[src/rtl/stopwatch_ctrl.sv]
// -----------------------------------------------------------------------------
// stopwatch_ctrl
//   Control FSM for the 4-digit BCD stopwatch chain (ms/cs/ds/s).
//   - Synchronizes and debounces the two raw push-buttons and turns each
//     debounced press (high-to-low) into a one-cycle event.
//   - Sequences IDLE / RUNNING / LAP / PAUSED / OVERFLOW / CLEARING.
//   - Forwards the 1 kHz tick to the counter chain while counting, issues the
//     chain's synchronous clear and freezes the display during lap readout.
//
// Ports
//   clk          system clock
//   clear_       asynchronous active-low reset
//   key_ss_n     raw start/stop button, active-low, asynchronous
//   key_lr_n     raw lap/reset button, active-low, asynchronous
//   tick_1khz    one-clk strobe per millisecond from the clock divider
//   chain_max    high while the chain reads 9.999
//   cnt_tick     registered one-clk enable pulse to the ms counter
//   cnt_clear_   registered active-low synchronous clear for the chain
//   disp_freeze  high while the display latches hold (lap readout)
//   run_led      high while counting (RUNNING or LAP)
//   state        current FSM state encoding for LEDs/debug
// -----------------------------------------------------------------------------
module stopwatch_ctrl #(
    parameter int DEB_CYCLES = 500000,  // 1 .. 2^20-1
    parameter int CLR_CYCLES = 2        // 1 .. 15
) (
    input  logic       clk,
    input  logic       clear_,
    input  logic       key_ss_n,
    input  logic       key_lr_n,
    input  logic       tick_1khz,
    input  logic       chain_max,
    output logic       cnt_tick,
    output logic       cnt_clear_,
    output logic       disp_freeze,
    output logic       run_led,
    output logic [2:0] state
);

    typedef enum logic [2:0] {
        ST_IDLE     = 3'd0,
        ST_RUNNING  = 3'd1,
        ST_LAP      = 3'd2,
        ST_PAUSED   = 3'd3,
        ST_OVERFLOW = 3'd4,
        ST_CLEARING = 3'd5
    } state_t;

    localparam logic [19:0] DEB_LAST = 20'(DEB_CYCLES - 1);
    localparam logic [3:0]  CLR_LOAD = 4'(CLR_CYCLES - 1);

    // Index 0 = start/stop key, index 1 = lap/reset key.
    logic [1:0]  keys;
    logic [1:0]  s1, s2;
    logic [1:0]  deb, deb_prev;
    logic [19:0] deb_cnt [2];
    logic [1:0]  ev;
    logic        ss_ev, lr_ev;

    state_t      cur, nxt;
    logic [3:0]  clr_cnt;
    logic        counting;
    logic        tick_nxt;

    assign keys = {key_lr_n, key_ss_n};

    // ---------------------------------------------------------------- debounce
    // deb only follows s2 after it has disagreed for DEB_CYCLES consecutive
    // cycles; any agreement in between restarts the count, so glitches and
    // bounce shorter than that are swallowed in both directions.
    always_ff @(posedge clk or negedge clear_) begin
        if (!clear_) begin
            s1       <= '1;
            s2       <= '1;
            deb      <= '1;
            deb_prev <= '1;
            for (int i = 0; i < 2; i++) deb_cnt[i] <= '0;
        end else begin
            // NOTE: non-blocking assignments keep every flop sampling the
            // pre-edge values, so s1->s2 really is a two-stage synchronizer.
            s1       <= keys;
            s2       <= s1;
            deb_prev <= deb;
            for (int i = 0; i < 2; i++) begin
                if (s2[i] != deb[i]) begin
                    if (deb_cnt[i] == DEB_LAST) begin
                        deb[i]     <= s2[i];
                        deb_cnt[i] <= '0;
                    end else begin
                        deb_cnt[i] <= deb_cnt[i] + 20'd1;
                    end
                end else begin
                    deb_cnt[i] <= '0;
                end
            end
        end
    end

    // Press = debounced level falling; release produces nothing.
    assign ev    = deb_prev & ~deb;
    assign ss_ev = ev[0];
    assign lr_ev = ev[1];

    // --------------------------------------------------------- next state
    assign counting = (cur == ST_RUNNING) || (cur == ST_LAP);
    assign tick_nxt = tick_1khz & counting & ~chain_max;

    always_comb begin
        // NOTE: nxt gets its hold value first so every path assigns it and no
        // latch is inferred.
        nxt = cur;
        case (cur)
            ST_IDLE: begin
                if (ss_ev) nxt = ST_RUNNING;
            end
            ST_RUNNING: begin
                // Hitting 9.999 on a tick overrides any key activity.
                if (tick_1khz && chain_max) nxt = ST_OVERFLOW;
                else if (ss_ev)             nxt = ST_PAUSED;
                else if (lr_ev)             nxt = ST_LAP;
            end
            ST_LAP: begin
                if (tick_1khz && chain_max) nxt = ST_OVERFLOW;
                else if (ss_ev)             nxt = ST_PAUSED;
                else if (lr_ev)             nxt = ST_RUNNING;
            end
            ST_PAUSED: begin
                if (ss_ev)      nxt = ST_RUNNING;
                else if (lr_ev) nxt = ST_CLEARING;
            end
            ST_OVERFLOW: begin
                // Start/stop is meaningless at 9.999; only lap/reset counts.
                if (lr_ev) nxt = ST_CLEARING;
            end
            ST_CLEARING: begin
                if (clr_cnt == '0) nxt = ST_IDLE;
            end
            default: nxt = ST_CLEARING;  // 6/7 recover through a clear
        endcase
    end

    // ------------------------------------------------- state and outputs
    // Outputs are decoded from nxt into flops so they change together with
    // state and never glitch toward the counter chain or display.
    always_ff @(posedge clk or negedge clear_) begin
        if (!clear_) begin
            cur         <= ST_CLEARING;
            clr_cnt     <= CLR_LOAD;
            cnt_tick    <= 1'b0;
            cnt_clear_  <= 1'b0;
            disp_freeze <= 1'b0;
            run_led     <= 1'b0;
        end else begin
            cur <= nxt;
            if (nxt == ST_CLEARING && cur != ST_CLEARING) begin
                clr_cnt <= CLR_LOAD;
            end else if (cur == ST_CLEARING && clr_cnt != '0) begin
                clr_cnt <= clr_cnt - 4'd1;
            end
            cnt_tick    <= tick_nxt;
            cnt_clear_  <= (nxt != ST_CLEARING);
            disp_freeze <= (nxt == ST_LAP);
            run_led     <= (nxt == ST_RUNNING) || (nxt == ST_LAP);
        end
    end

    assign state = cur;

endmodule
[config.mk]
export PLATFORM = sky130hd
export DESIGN_NAME = stopwatch_ctrl
export DESIGN_NICKNAME = d
export VERILOG_FILES = /design/src/rtl/stopwatch_ctrl.sv
export SDC_FILE = /design/constraint.sdc
export NUM_CORES = 1
export LEC_CHECK = 0
export CORE_MARGIN = 2
export CORE_UTILIZATION = 30
export DETAILED_ROUTE_END_ITERATION = 7
export GPL_TIMING_DRIVEN = 0
export PLACE_DENSITY = 0.47
export SLEW_MARGIN = 10
export SYNTH_ARGS = -nofsm -noshare
export SYNTH_HDL_FRONTEND = slang
export SYNTH_SLANG_ARGS = --single-unit
[constraint.sdc]
create_clock -name clk -period 2.5 [get_ports clk]
set_clock_uncertainty 0.1 [all_clocks]
set_input_delay 0.5 -clock clk [delete_from_list [all_inputs] [get_ports clk]]
set_output_delay 0.5 -clock clk [all_outputs]
set_load 0.005 [all_outputs]
== Word-level counts from Yosys, hierarchy flattened ==
Index checks and enable logic that the tools add are counted.

* Multiplexer cells: 17
* $lt $le $gt $ge: 0
* Bitwise gates (word level): 5
* Add/subtract/negate cells: 3
* Multipliers: 0
* Reduce and logical (&&, ||, !) cells: 11
* Eq/ne operators: 14
* Div/mod/pow operators: 0
* Shifts and indexed selects: 0

{| class="wikitable"
|+ Operators with widths
! operator !! count
|-
| two-way mux 20 bit || 4
|-
| adder 20 x 1 -> 20 bit (second input constant) || 2
|-
| equality test 20 x 19 -> 1 bit (second input constant) || 2
|-
| two-way mux 3 bit || 10
|-
| one-hot mux 3 bit (6 select lines) || 1
|-
| equality test 3 x 2 -> 1 bit (second input constant) || 3
|-
| equality test 3 bit (second input constant) || 3
|-
| two-way mux 4 bit || 2
|-
| equality test 3 x 1 -> 1 bit (second input constant) || 2
|-
| inequality test 3 bit (second input constant) || 2
|-
| zero test 4 bit || 1
|-
| AND reduction 2 bit || 2
|-
| nonzero test 4 bit || 1
|-
| subtractor 4 x 1 -> 4 bit (second input constant) || 1
|-
| logical AND 1 bit || 3
|-
| zero test 3 bit || 1
|-
| AND 1 bit || 2
|-
| AND 2 bit || 1
|-
| logical OR 1 bit || 2
|-
| inequality test 1 bit || 2
|-
| NOT 2 bit || 1
|-
| nonzero test 2 bit || 1
|-
| NOT 1 bit || 1
|}

* Memories: 0
* Register bits: 59
* RAM bits: 0
* ROM bits: 0
* Output and inout bits: 7
* Bits in latches: 0

== Logic depth before layout (Yosys ltp) ==
Gate-level depths: netlist (run 1).

* Depth after elaboration: 9
* Gate-level depth with buffers: 8

== Worst setup path after synthesis (run 1) ==
Ideal clock, no wire load.

* Path kind: register to register
* Start: reg clr_cnt[0]
* End: reg clr_cnt[0]
* Cell stages (with the launch flop): 8
* Slack: 0.661 ns
* Data arrival time: 1.664 ns
* Library setup time: 0.075 ns
* Clock period less this slack: 1.839 ns
* Cell sequence: dfstp_2 > inv_1 > ha_1 > nor4bb_4 > a221oi_4 > o221a_4 > inv_2 > mux2i_1

* Cells in the longest elaborated chain, start to end: 6
* Elaborated cells on any way between the ends: 11
* Those cells by class: 1 x add/sub; 1 x eq/ne; 4 x mux; 5 x reduce/logical

{| class="wikitable"
|+ Ends and longest elaborated chain
! element !! line !! text
|-
| start: declaration || 61 || <nowiki>logic [3:0] clr_cnt;</nowiki>
|-
| start signal: assignment || 158 || <nowiki>clr_cnt <= clr_cnt - 4'd1;</nowiki>
|-
| zero test 4 bit || 136 || <nowiki>if (clr_cnt == '0) nxt = ST_IDLE;</nowiki>
|-
| two-way mux 3 bit || 136 ||
|-
| one-hot mux 3 bit (6 select lines) || 112 || <nowiki>case (cur)</nowiki>
|-
| equality test 3 bit || 155 || <nowiki>if (nxt == ST_CLEARING && cur != ST_CLEARING) begin</nowiki>
|-
| logical AND 1 bit || 155 ||
|-
| two-way mux 4 bit / nonzero test 2 bit (equally long branches) || - ||
|}

Parallel ways exist; a longest one is shown, timed or not. The select of a mux whose other input is x is not followed.
A chain may end at the register's enable or synchronous reset.

== Worst setup path after layout (run 1) ==
* Start: reg cur[0] (netlist: state[0])
* End: out state[0]

{| class="wikitable"
|+ RTL lines
! element !! line !! text
|-
| start: declaration || 60 || <nowiki>state_t cur, nxt;</nowiki>
|-
| start signal: assignment || 154 || <nowiki>cur <= nxt;</nowiki>
|-
| end: declaration || 37 || <nowiki>output logic [2:0] state</nowiki>
|}

No word-level cell between the ends.

==> summary.md, run 1 <==
| Metric | Value |
|---|---|
| Avg Cell Area, Syn | `roughly 11 µm²` |
| Worst Reg-to-Reg Cells | `7` |
| Commonest non-fill, non-tap cells in the layout | `nor2_1 (50), dfrtp_1 (48), xor2_1 (27), nand3_1 (17), nand2_1 (14)` |
| Htree depth | `3` |
| Mapped Cells | `around 270` |
| Initial DRT Pass Iterations | `4` |
| Vias in the first global route | `1,894` |
| Vias | `1,946` |
| Cell area after synthesis | `2940 µm²` |
| Dpl cell area | `3220 µm²` |
| CP peak stage delay | `0.56 ns` |
| Leak | `1.46 nW` |
| Psw | `0.754 mW` |
| Ratio of cells with drive above 1 in the final layout | `0.191` |
| EDFF count, synth | `0` |
| Highest Clock Rate | `503 MHz` |
| Synth Warn # | `0` |
| Asr flop ratio synth | `1.00` |
| Period utilization | `0.795` |
| Final ANT Viol Nets | `0` |
| Synth unique cells | `47` |
| Final #Nets | `approximately 300` |
| Fill cell count | `1,005` |
| Syn_nets | `280` |
| Port Buffers | `12` |
| Clock transition at the registers of the reported paths | `0.07 ns` |
| Total Routing Usage GR | `0.115` |
| Routed wire length | `5330 µm` |
| Seq/Total Area, Yosys | `0.507` |
| Met3 WL post-DR | `139 µm` |
| Avg WL per Cell | `12.3 µm` |
| Internal | `between 1.5 and 2 mW` |
| Initial antenna violation count | `0` |
| Seq. cell area | `roughly 1500 µm²` |
| Most common cell after layout, fill and taps aside | `nor2_1` |
| Comb power frac | `0.236` |
| # diodes | `0` |
| Total gr overflow | `0` |
| Slew @ Worst Pin | `0.753 ns` |
| P per Cell Area | `between 700 and 800 nW/µm²` |
| CTS tree | `yes` |
| Number of synthesized register bits | `59` |
| CTS buffer count | `9` |
| Slowest CP cell | `dfstp_2` |
| Peak VDD IR | `0.324 mV` |
| Final Max Tran Viols | `0` |
| Total Negative Setup Slacks | `0 ns` |
| Worst-path maximum fanout | `3` |
| Post-synth top flop | `dfrtp_1` |
| Final Instance Count excl. Fillers | `432` |
| Setup violators final | `0` |
| Placer Congestion | `0.735` |
| Chip height | `103 µm` |
| Setup WS pre-CTS | `0.250 ns` |
| Cell count after placement | `416` |
| Area of the multi-input gates | `about 1400 µm²` |
| Via/cell ratio | `4.50` |
| # IOs | `13` |
| CP top delay family | `flip-flops` |
| CORE AREA | `9640 µm²` |
| CP startpoint kind | `flop` |
| Full die area | `10,600 µm²` |
| DRC violations left | `0` |
| CP endpoint kind | `output pin` |
| Outcome | `finished, final reports clean` |
| First-pass GRT wire length | `9290 µm` |
| Sequential share of power | `0.427` |
| Area growth from synthesis to layout | `16.3%` |
| Final hold violation count | `0` |
| Hpwl dp | `3480 µm` |
| RSZ-0062 raised after global routing | `no` |
| Fin area | `3420 µm²` |
| Root buffer cell | `clkbuf_8` |
| Instance count on the critical path | `1` |
| Die Wd | `103 µm` |
| Num rows | `36` |
| Pin count of the biggest net entering global routing | `60` |
| Hold-fix buffers, CTS | `0` |
| Longest Clk Path Bufs | `2` |
| Critical Path RT | `1.90 ns` |
| Net Sw Frac | `0.291` |
| Clock sinks | `59` |
| Power share of the clock group | `0.337` |
| Final worst slack | `0.511 ns` |
| Crit Path Class | `flop to output pin` |
| Starting Density | `0.305` |
| Post CTS Setup Buffer Count | `0` |
| Met2 WL | `2200 µm` |
| Post-CTS Resized | `0` |
| Worst Hold Class | `input pin to async pin` |
| Wl on met1 | `2860 µm` |
| Skew-Pair Late Insertion Delay | `between 0.3 and 0.4 ns` |
| Crit path DAT | `about 1.4 ns` |
| WP buf/inv | `1` |
| Core Util, Final | `0.354` |
| Initial DRC Count | `98` |
| Final min period | `1.99 ns` |
| Headroom to the max-slew limit | `0.498` |
| Max Used Layer | `met4` |
| CP cell instances | `clkdlybuf4s50_1` |
| Maxcap violations | `0` |
==> metal layers <==
| metal | GRT usage | vias up |
|---|---|---|
| met1 | 0.164 | 939 |
| met3 | 0.0285 | 13 |
| met5 | 0 | - |
| met2 | 0.159 | 25 |
| li1 | - | 969 |
| met4 | 0.0607 | 0 |
==> power groups by stage <==
stage               sequential (mW)  combinational (mW)  clock (mW)
floorplan                      1.12               0.455           0
global placement               1.12               0.623           0
CTS                            1.10               0.623       0.904
global route                   1.11               0.688       0.945
finish                         1.10               0.610       0.873
detailed placement             1.12               0.621           0
==> path summary, 6_finish.rpt <==
check | to | from | slack, ns
min in group clk | s2[0] | s1[0] | 0.26
max in group asynchronous | deb_cnt[33] | clear_ | 1.66
worst max register to register | clr_cnt[0] | clr_cnt[0] | 0.52
worst max-delay path | state[0] | state[0] | 0.51
worst min register to register | s2[0] | s1[0] | 0.26
worst min-delay path | run_led | clear_ | 0.12
==> layout make-up <==
type,count,area share
sequential,59,0.436
multi-input combinational,198,0.397
tap,133,0.0487
clock buffer,11,0.0414
timing repair buffer,12,0.0344
buffer,7,0.0198
clock inverter,5,0.0154
inverter,7,0.00769
==> Yosys cell counts, types with 2 or more instances <==
master    count  area, µm²
nor3_2        4       40.0
o211ai_1      2       15.0
nand3b_1      2       15.0
nor3_4        2       32.5
buf_4         3       22.5
nor3_1        4       20.0
o21a_1        2       15.0
inv_1         6       22.5
nand2_1      14       52.6
nor4b_1       2       17.5
a31oi_1       3       18.8
dfrtp_1      48       1200
mux2_2        2       22.5
a21oi_1       4       20.0
buf_6         4       45.0
and4_1        2       17.5
nand3_1      17       85.1
nor2b_1       4       25.0
or2_1         2       12.5
nand4_1       8       50.1
dfstp_2      11        289
xor2_1       27        236
xnor2_1      13        114
nor2_1       50        188
and3_1        7       43.8
nand2b_1      3       18.8
ha_1          3       37.5
nor4_1        2       12.5
a221oi_2      2       30.0
==> cell families after synthesis <==
group,Yosys count,share of synthesized area
and+or+nand+nor,133,0.253
xor gates and xnor gates,40,0.119
AOI/OAI and AO/OA,19,0.0647
muxes,3,0.0111
adders and majority gates,3,0.0128
DFF,59,0.507
buffers and inverters,14,0.0319
==> metrics by stage <==
step,hold slack (ns),total power [mW]
global placement,0.245,1.75
finish,0.118,2.59
CTS,0.157,2.63
detailed placement,0.247,1.74
global route,0.197,2.75
floorplan,0.104,1.57
==> worst register-to-register path, cell delays in order, from the launching register on <==
cell      delay, ns
dfstp_2        0.56
inv_1          0.05
ha_1           0.24
nor4bb_4       0.19
a221oi_4       0.34
o221a_4        0.29
inv_2          0.04
mux2i_1        0.11
==> registers in the layout (all words and copies together), names as in the netlist <==
name,count
cnt_clear_,1
deb_prev,2
clr_cnt,4
deb_cnt,40
s2,2
run_led,1
cnt_tick,1
s1,2
deb,2
disp_freeze,1
state,3
(Power assumes the default switching activity.)
==> run 2, diff against run 1 <==
--- a/config.mk
+++ b/config.mk
@@ -9,7 +9,7 @@
 export CORE_UTILIZATION = 30
 export DETAILED_ROUTE_END_ITERATION = 7
 export GPL_TIMING_DRIVEN = 0
-export PLACE_DENSITY = 0.47
+export PLACE_DENSITY = 0.49
 export SLEW_MARGIN = 10
 export SYNTH_ARGS = -nofsm -noshare
 export SYNTH_HDL_FRONTEND = slang
==> constraint.sdc (replaced) <==
create_clock -name clk -period 1.8 [get_ports clk]
set_clock_uncertainty 0.1 [all_clocks]
set_input_delay 0.36 -clock clk [delete_from_list [all_inputs] [get_ports clk]]
set_output_delay 0.36 -clock clk [all_outputs]
set_load 0.005 [all_outputs]
==> run 2 against run 1 <==
Effect of this change:
- the run now ends with negative setup slack left
- flip-flop and latch count did not move
- via count rose by 4.7%
- combinational power rose by 84%
- sequential share of layout area fell by 4.8 points
- register-to-register slack got worse by 0.56 ns
- cell count rose by 5.8%
- global-route usage rose by 0.36 points
- largest cell class is now multi-input combinational cells
==> summary.md, run 2 (same netlist as run 1, synthesis figures left out) <==
| Metric | Value |
|---|---|
| Root buffer cell | `clkbuf_8` |
| # diodes | `0` |
| Commonest non-fill, non-tap cells in the layout | `dfrtp_1 (44), nor2_1 (43), xor2_1 (27), buf_4 (25), nand3_1 (16)` |
| Highest Clock Rate | `543 MHz` |
| Port Buffers | `12` |
| Routed wire length | `between 5000 and 6000 µm` |
| CTS tree | `yes` |
| CP endpoint kind | `flop` |
| Setup violators final | `3` |
| P per Cell Area | `around 1100 nW/µm²` |
| Global route hottest layer | `met2` |
| Period utilization | `1.02` |
| M3 GR Usage | `0.0264` |
| Initial DRT Pass Iterations | `4` |
| CORE AREA | `9640 µm²` |
| Starting Density | `0.305` |
| Hold Worst Slack | `0.00579 ns` |
| Clock transition at the registers of the reported paths | `0.08 ns` |
| Final worst slack | `-0.0405 ns` |
| Final hold violation count | `0` |
| Clock sinks | `59` |
| Worst Hold Class | `input pin to async pin` |
| Crit path DAT | `2.01 ns` |
| Vias in the first global route | `2,036` |
| Final #Nets | `328` |
| Fill cell count | `964` |
| Initial antenna violation count | `0` |
| Headroom to the max-slew limit | `0.495` |
| Critical R2R Launch | `clr_cnt[0]` |
| Avg WL per Cell | `between 10 and 15 µm` |
| CP cell instances | `inv_2 > ha_4 > nor4bb_4 > a221oi_4 > o221a_4 > inv_2 > mux2i_1` |
| Total power | `4.14 mW` |
| Area growth from synthesis to layout | `31.2%` |
| CP peak stage delay | `0.55 ns` |
| Initial DRC Count | `87` |
| Most common cell after layout, fill and taps aside | `dfrtp_1` |
| Global routing usage on met2 | `0.175` |
| Full die area | `10,600 µm²` |
| Cell count after placement | `416` |
| Leak | `1.71 nW` |
| Total gr overflow | `0` |
| Fin area | `between 3000 and 4000 µm²` |
| Ratio of cells with drive above 1 in the final layout | `0.336` |
| Final Instance Count excl. Fillers | `457` |
| RSZ-0062 raised after global routing | `yes` |
| Peak VDD IR | `0.408 mV` |
| Outcome | `finished with violations` |
| Num rows | `36` |
| Worst-path maximum fanout | `4` |
| Met1 global-route usage | `0.162` |
| Final min period | `1.84 ns` |
| Maxcap violations | `0` |
| Longest Clk Path Bufs | `2` |
| Die Wd | `103 µm` |
| Dpl cell area | `3230 µm²` |
| Hold-fix buffers, CTS | `0` |
| Total Routing Usage GR | `0.118` |
| Crit Path Class | `flop to flop` |
| Via/cell ratio | `around 4.5` |
| CP startpoint | `clr_cnt[0]` |
| Slew @ Worst Pin | `roughly 0.76 ns` |
| Pin count of the biggest net entering global routing | `60` |
| CP dominant cell by count | `inv_2` |
| First-pass GRT wire length | `~9600 µm` |
| Largest Register | `deb_cnt` |
| WP buf/inv | `2` |
| # IOs | `13` |
| Placer Congestion | `0.722` |
| Slowest CP cell | `dfstp_2` |
| Max FFs per register | `40` |
| DRC violations left | `0` |
| Hpwl dp | `3460 µm` |
| Vias | `2,038` |
| Htree depth | `3` |
| CP startpoint kind | `flop` |
| Final ANT Viol Nets | `0` |
| Final Max Tran Viols | `0` |
| Chip height | `just over 100 µm` |
| Failing checks | `negative setup slack` |
| Critical Path RT | `between 1.5 and 2 ns` |
| Skew-Pair Late Insertion Delay | `around 0.34 ns` |
| CP top delay family | `compound AO/OA/AOI/OAI gates` |
| CTS buffer count | `9` |
[run 2: cell count changes in the layout (fill, tap and decap cells not counted), sizes merged]
cell           delta
buf              +24
bufinv            +2
clkbuf            +1
clkdlybuf4s50     -2
clkinv            -1
clkinvlp          -1
dlygate4sd2       +2
[run 2: what timing repair did]
| action | in CTS | in global routing |
|---|---|---|
| buffers inserted | 13 | 12 |
| pin swaps | 5 | 15 |
| gates cloned | 0 | 1 |
| resized for setup | 13 | 33 |
| endpoints found under the setup margin | 29 | 35 |
[run 2: worst paths after layout]
kind                       slack (ns)           to  cells past startpoint
max                             -0.04   clr_cnt[0]                      7
min                             0.006   deb_cnt[5]                      1
max reg2reg                     -0.04   clr_cnt[0]                      7
min reg2reg                      0.24        s2[0]                      0
max in group asynchronous        1.07  deb_cnt[25]                      1
min in group clk                 0.24        s2[0]                      0
[run 2: per-stage QoR]
stage / utilization / setup slack, ns / TNS [ns]
after floorplan: - / 0.00206 / 0
after global placement: 0.335 / -1.73 / -97.26
after detailed placement: 0.335 / -0.339 / -3.19
after CTS: 0.375 / -0.0388 / -0.0579
after global routing: 0.400 / -0.107 / -0.807
final: 0.400 / -0.0405 / -0.0810
[run 2: final cells by class]
cell class	instances	area [µm²]	share of cell area
Buffer	7	86.3	0.0224
Tap cell	133	166	0.0432
Multi-Input combinational cell	198	1520	0.393
Clock inverter	5	100	0.0260
Sequential cell	59	1500	0.388
Timing Repair Buffer	37	324	0.0840
Clock buffer	11	141	0.0367
Inverter	7	26.3	0.00681
[run 2: routing by layer]
layer	share of wire	wire length [µm]
met4	0.019	109
met5	0	0
met1	0.48	2760
met3	0.026	147
met2	0.47	2690
[run 2: report_power, final]
group	internal [mW]	switching, mW	total, mW
logic	0.598	0.525	1.12
registers	1.46	0.0820	1.54
clock network	0.954	0.521	1.47
==> run 3, diff against run 2 <==
--- a/config.mk
+++ b/config.mk
@@ -6,11 +6,11 @@
 export NUM_CORES = 1
 export LEC_CHECK = 0
 export CORE_MARGIN = 2
-export CORE_UTILIZATION = 30
+export CORE_UTILIZATION = 54
 export DETAILED_ROUTE_END_ITERATION = 7
 export GPL_TIMING_DRIVEN = 0
-export PLACE_DENSITY = 0.49
-export SLEW_MARGIN = 10
+export PLACE_DENSITY = 0.77
+export SLEW_MARGIN = 20
 export SYNTH_ARGS = -nofsm -noshare
 export SYNTH_HDL_FRONTEND = slang
 export SYNTH_SLANG_ARGS = --single-unit
==> run 3 against run 2 <==
Effect of this change:
- the flow still finishes with violations (negative setup slack)
- hold slack better by 0.25 ns
- combinational power up 5%
- register-to-register slack worse by 0.07 ns
- sequential share of layout area up 0.37 points
- core utilization up 34 points
- die area down 43%
==> summary.md, run 3 (same netlist as run 1, synthesis figures left out) <==
| Metric | Value |
|---|---|
| Outcome | `finished with violations` |
| Failing checks | `negative setup slack` |
| Clock sinks | `59` |
| CTS buffer count | `9` |
| First-pass GRT wire length | `approximately 9000 µm` |
| Core Util, Final | `0.739` |
| Vias in the first global route | `1,947` |
| Final hold violation count | `0` |
| Initial DRC Count | `between 100 and 150` |
| Commonest non-fill, non-tap cells in the layout | `dfrtp_1 (44), nor2_1 (37), xor2_1 (27), buf_4 (27), nand3_1 (16)` |
| Final worst slack | `-0.109 ns` |
| Placer Congestion | `0.780` |
| Via/cell ratio | `5.39` |
| Total Negative Setup Slacks | `-0.171 ns` |
| Full die area | `~6000 µm²` |
| # diodes | `0` |
| Most common cell after layout, fill and taps aside | `dfrtp_1` |
| Final Max Tran Viols | `0` |
| Maxcap violations | `0` |
| Fill cell count | `321` |
| Leak | `approximately 1.7 nW` |
| Global route hottest layer | `met2` |
| Worst Hold Class | `flop to flop` |
| Avg WL per Cell | `around 15 µm` |
| CP startpoint | `clr_cnt[1]` |
| Setup violators final | `5` |
| Vias | `2,149` |
| Fin area | `3820 µm²` |
| Highest Clock Rate | `524 MHz` |
| RSZ-0062 raised after global routing | `yes` |
| Total Routing Usage GR | `0.186` |
| Slew @ Worst Pin | `approximately 0.7 ns` |
| Htree depth | `3` |
| Critical Path Sink | `clr_cnt[1]` |
| Longest Clk Path Bufs | `2` |
| Num rows | `26` |
| Ratio of cells with drive above 1 in the final layout | `0.359` |
| Worst-path maximum fanout | `4` |
| Critical Path RT | `1.94 ns` |
| Area of the multi-input gates | `1520 µm²` |
| Max FFs per register | `40` |
| P per Cell Area | `between 1000 and 1500 nW/µm²` |
| Area growth from synthesis to layout | `30.0%` |
| Hpwl dp | `3190 µm` |
| Port Buffers | `12` |
| Worst Reg-to-Reg Cells | `7` |
| M3 GR Usage | `0.0605` |
| Headroom to the max-slew limit | `0.524` |
| CTS tree | `yes` |
| Total gr overflow | `0` |
| Initial antenna violation count | `0` |
| Cell count after placement | `353` |
| Peak VDD IR | `between 0.5 and 0.6 mV` |
| Final Instance Count excl. Fillers | `~400` |
| Final ANT Viol Nets | `0` |
| CP endpoint kind | `flop` |
| Period utilization | `1.06` |
| Clock transition at the registers of the reported paths | `0.06 ns` |
| DRC violations left | `0` |
| Crit Path Class | `flop to flop` |
| Chip height | `approximately 78 µm` |
| Dpl cell area | `3150 µm²` |
| Initial DRT Pass Iterations | `5` |
| CORE AREA | `around 5200 µm²` |
| Final min period | `1.91 ns` |
| Global routing usage on met2 | `0.286` |
| Reg2reg setup slack | `-0.11 ns` |
| Setup WS pre-CTS | `-0.330 ns` |
| Pin count of the biggest net entering global routing | `60` |
| Starting Density | `0.568` |
| Largest Register | `deb_cnt` |
| Critical R2R Launch | `clr_cnt[1]` |
| Capturing point of the worst reg2reg path | `clr_cnt[1]` |
| Root buffer cell | `clkbuf_8` |
| Skew-Pair Late Insertion Delay | `between 0.3 and 0.4 ns` |
| Final #Nets | `roughly 330` |
| # IOs | `13` |
| Seq. cell area | `1500 µm²` |
| CP startpoint kind | `flop` |
| Crit path DAT | `2.05 ns` |
| Die Wd | `77.8 µm` |
| Min-delay src | `s1[1]` |
| Routed wire length | `6170 µm` |
| Total power | `roughly 4.0 mW` |
| Met1 global-route usage | `0.246` |
| Hold Worst Slack | `0.255 ns` |
-- run 3: cell count changes in the layout (fill, tap and decap cells not counted), sizes merged --
cell / previous run / this run
clkinv: 2 / 0
buf: 32 / 35
dlygate4sd3: 0 / 1
bufinv: 3 / 1
clkbuf: 12 / 17
-- run 3: critical path: stages (launching register included) --
cell and delay (ns):
dfrtp_1 0.39, inv_2 0.07, ha_4 0.13, nor4bb_4 0.39, nor2b_2 0.25, o21ai_2 0.09, o221a_4 0.14, a221oi_2 0.27
-- run 3: report_power, final --
part | switching [mW] | total [mW] | internal (mW)
Combinational | 0.534 | 1.18 | 0.646
Clock | 0.510 | 1.30 | 0.793
Sequential | 0.0783 | 1.53 | 1.46
Total | 1.12 | 4.02 | 2.90
-- run 3: worst min path at each step --
stage	to	slack, ns	cells after the start
floorplan	clr_cnt[1]	-0.04	0
global placement	s2[0]	0.25	0
detailed placement	s2[1]	0.25	0
CTS	s2[1]	0.26	0
global route	s2[1]	0.26	0
finish	s2[1]	0.25	0
-- run 3: what timing repair did --
item,CTS,global route
buffers inserted,9,17
hold buffers,1,0
pin swaps,6,20
resized for setup,13,37
endpoints found under the setup margin,31,28
endpoints found under the hold margin,9,0
gates cloned,0,3
-- run 3: metal layers --
| metal | vias up | part of all wire |
|---|---|---|
| met5 | - | 0 |
| met4 | 0 | 0.016 |
| met3 | 10 | 0.027 |
| met2 | 34 | 0.50 |
| met1 | 1077 | 0.46 |
| li1 | 1028 | - |
-- run 3: cell type report --
cell class                 count  area share
multi-input combinational    198       0.398
timing repair buffer          42       0.102
sequential                    59       0.391
buffer                         7      0.0226
clock inverter                 1     0.00786
tap                           70      0.0229
inverter                       7     0.00688
clock buffer                  15      0.0488
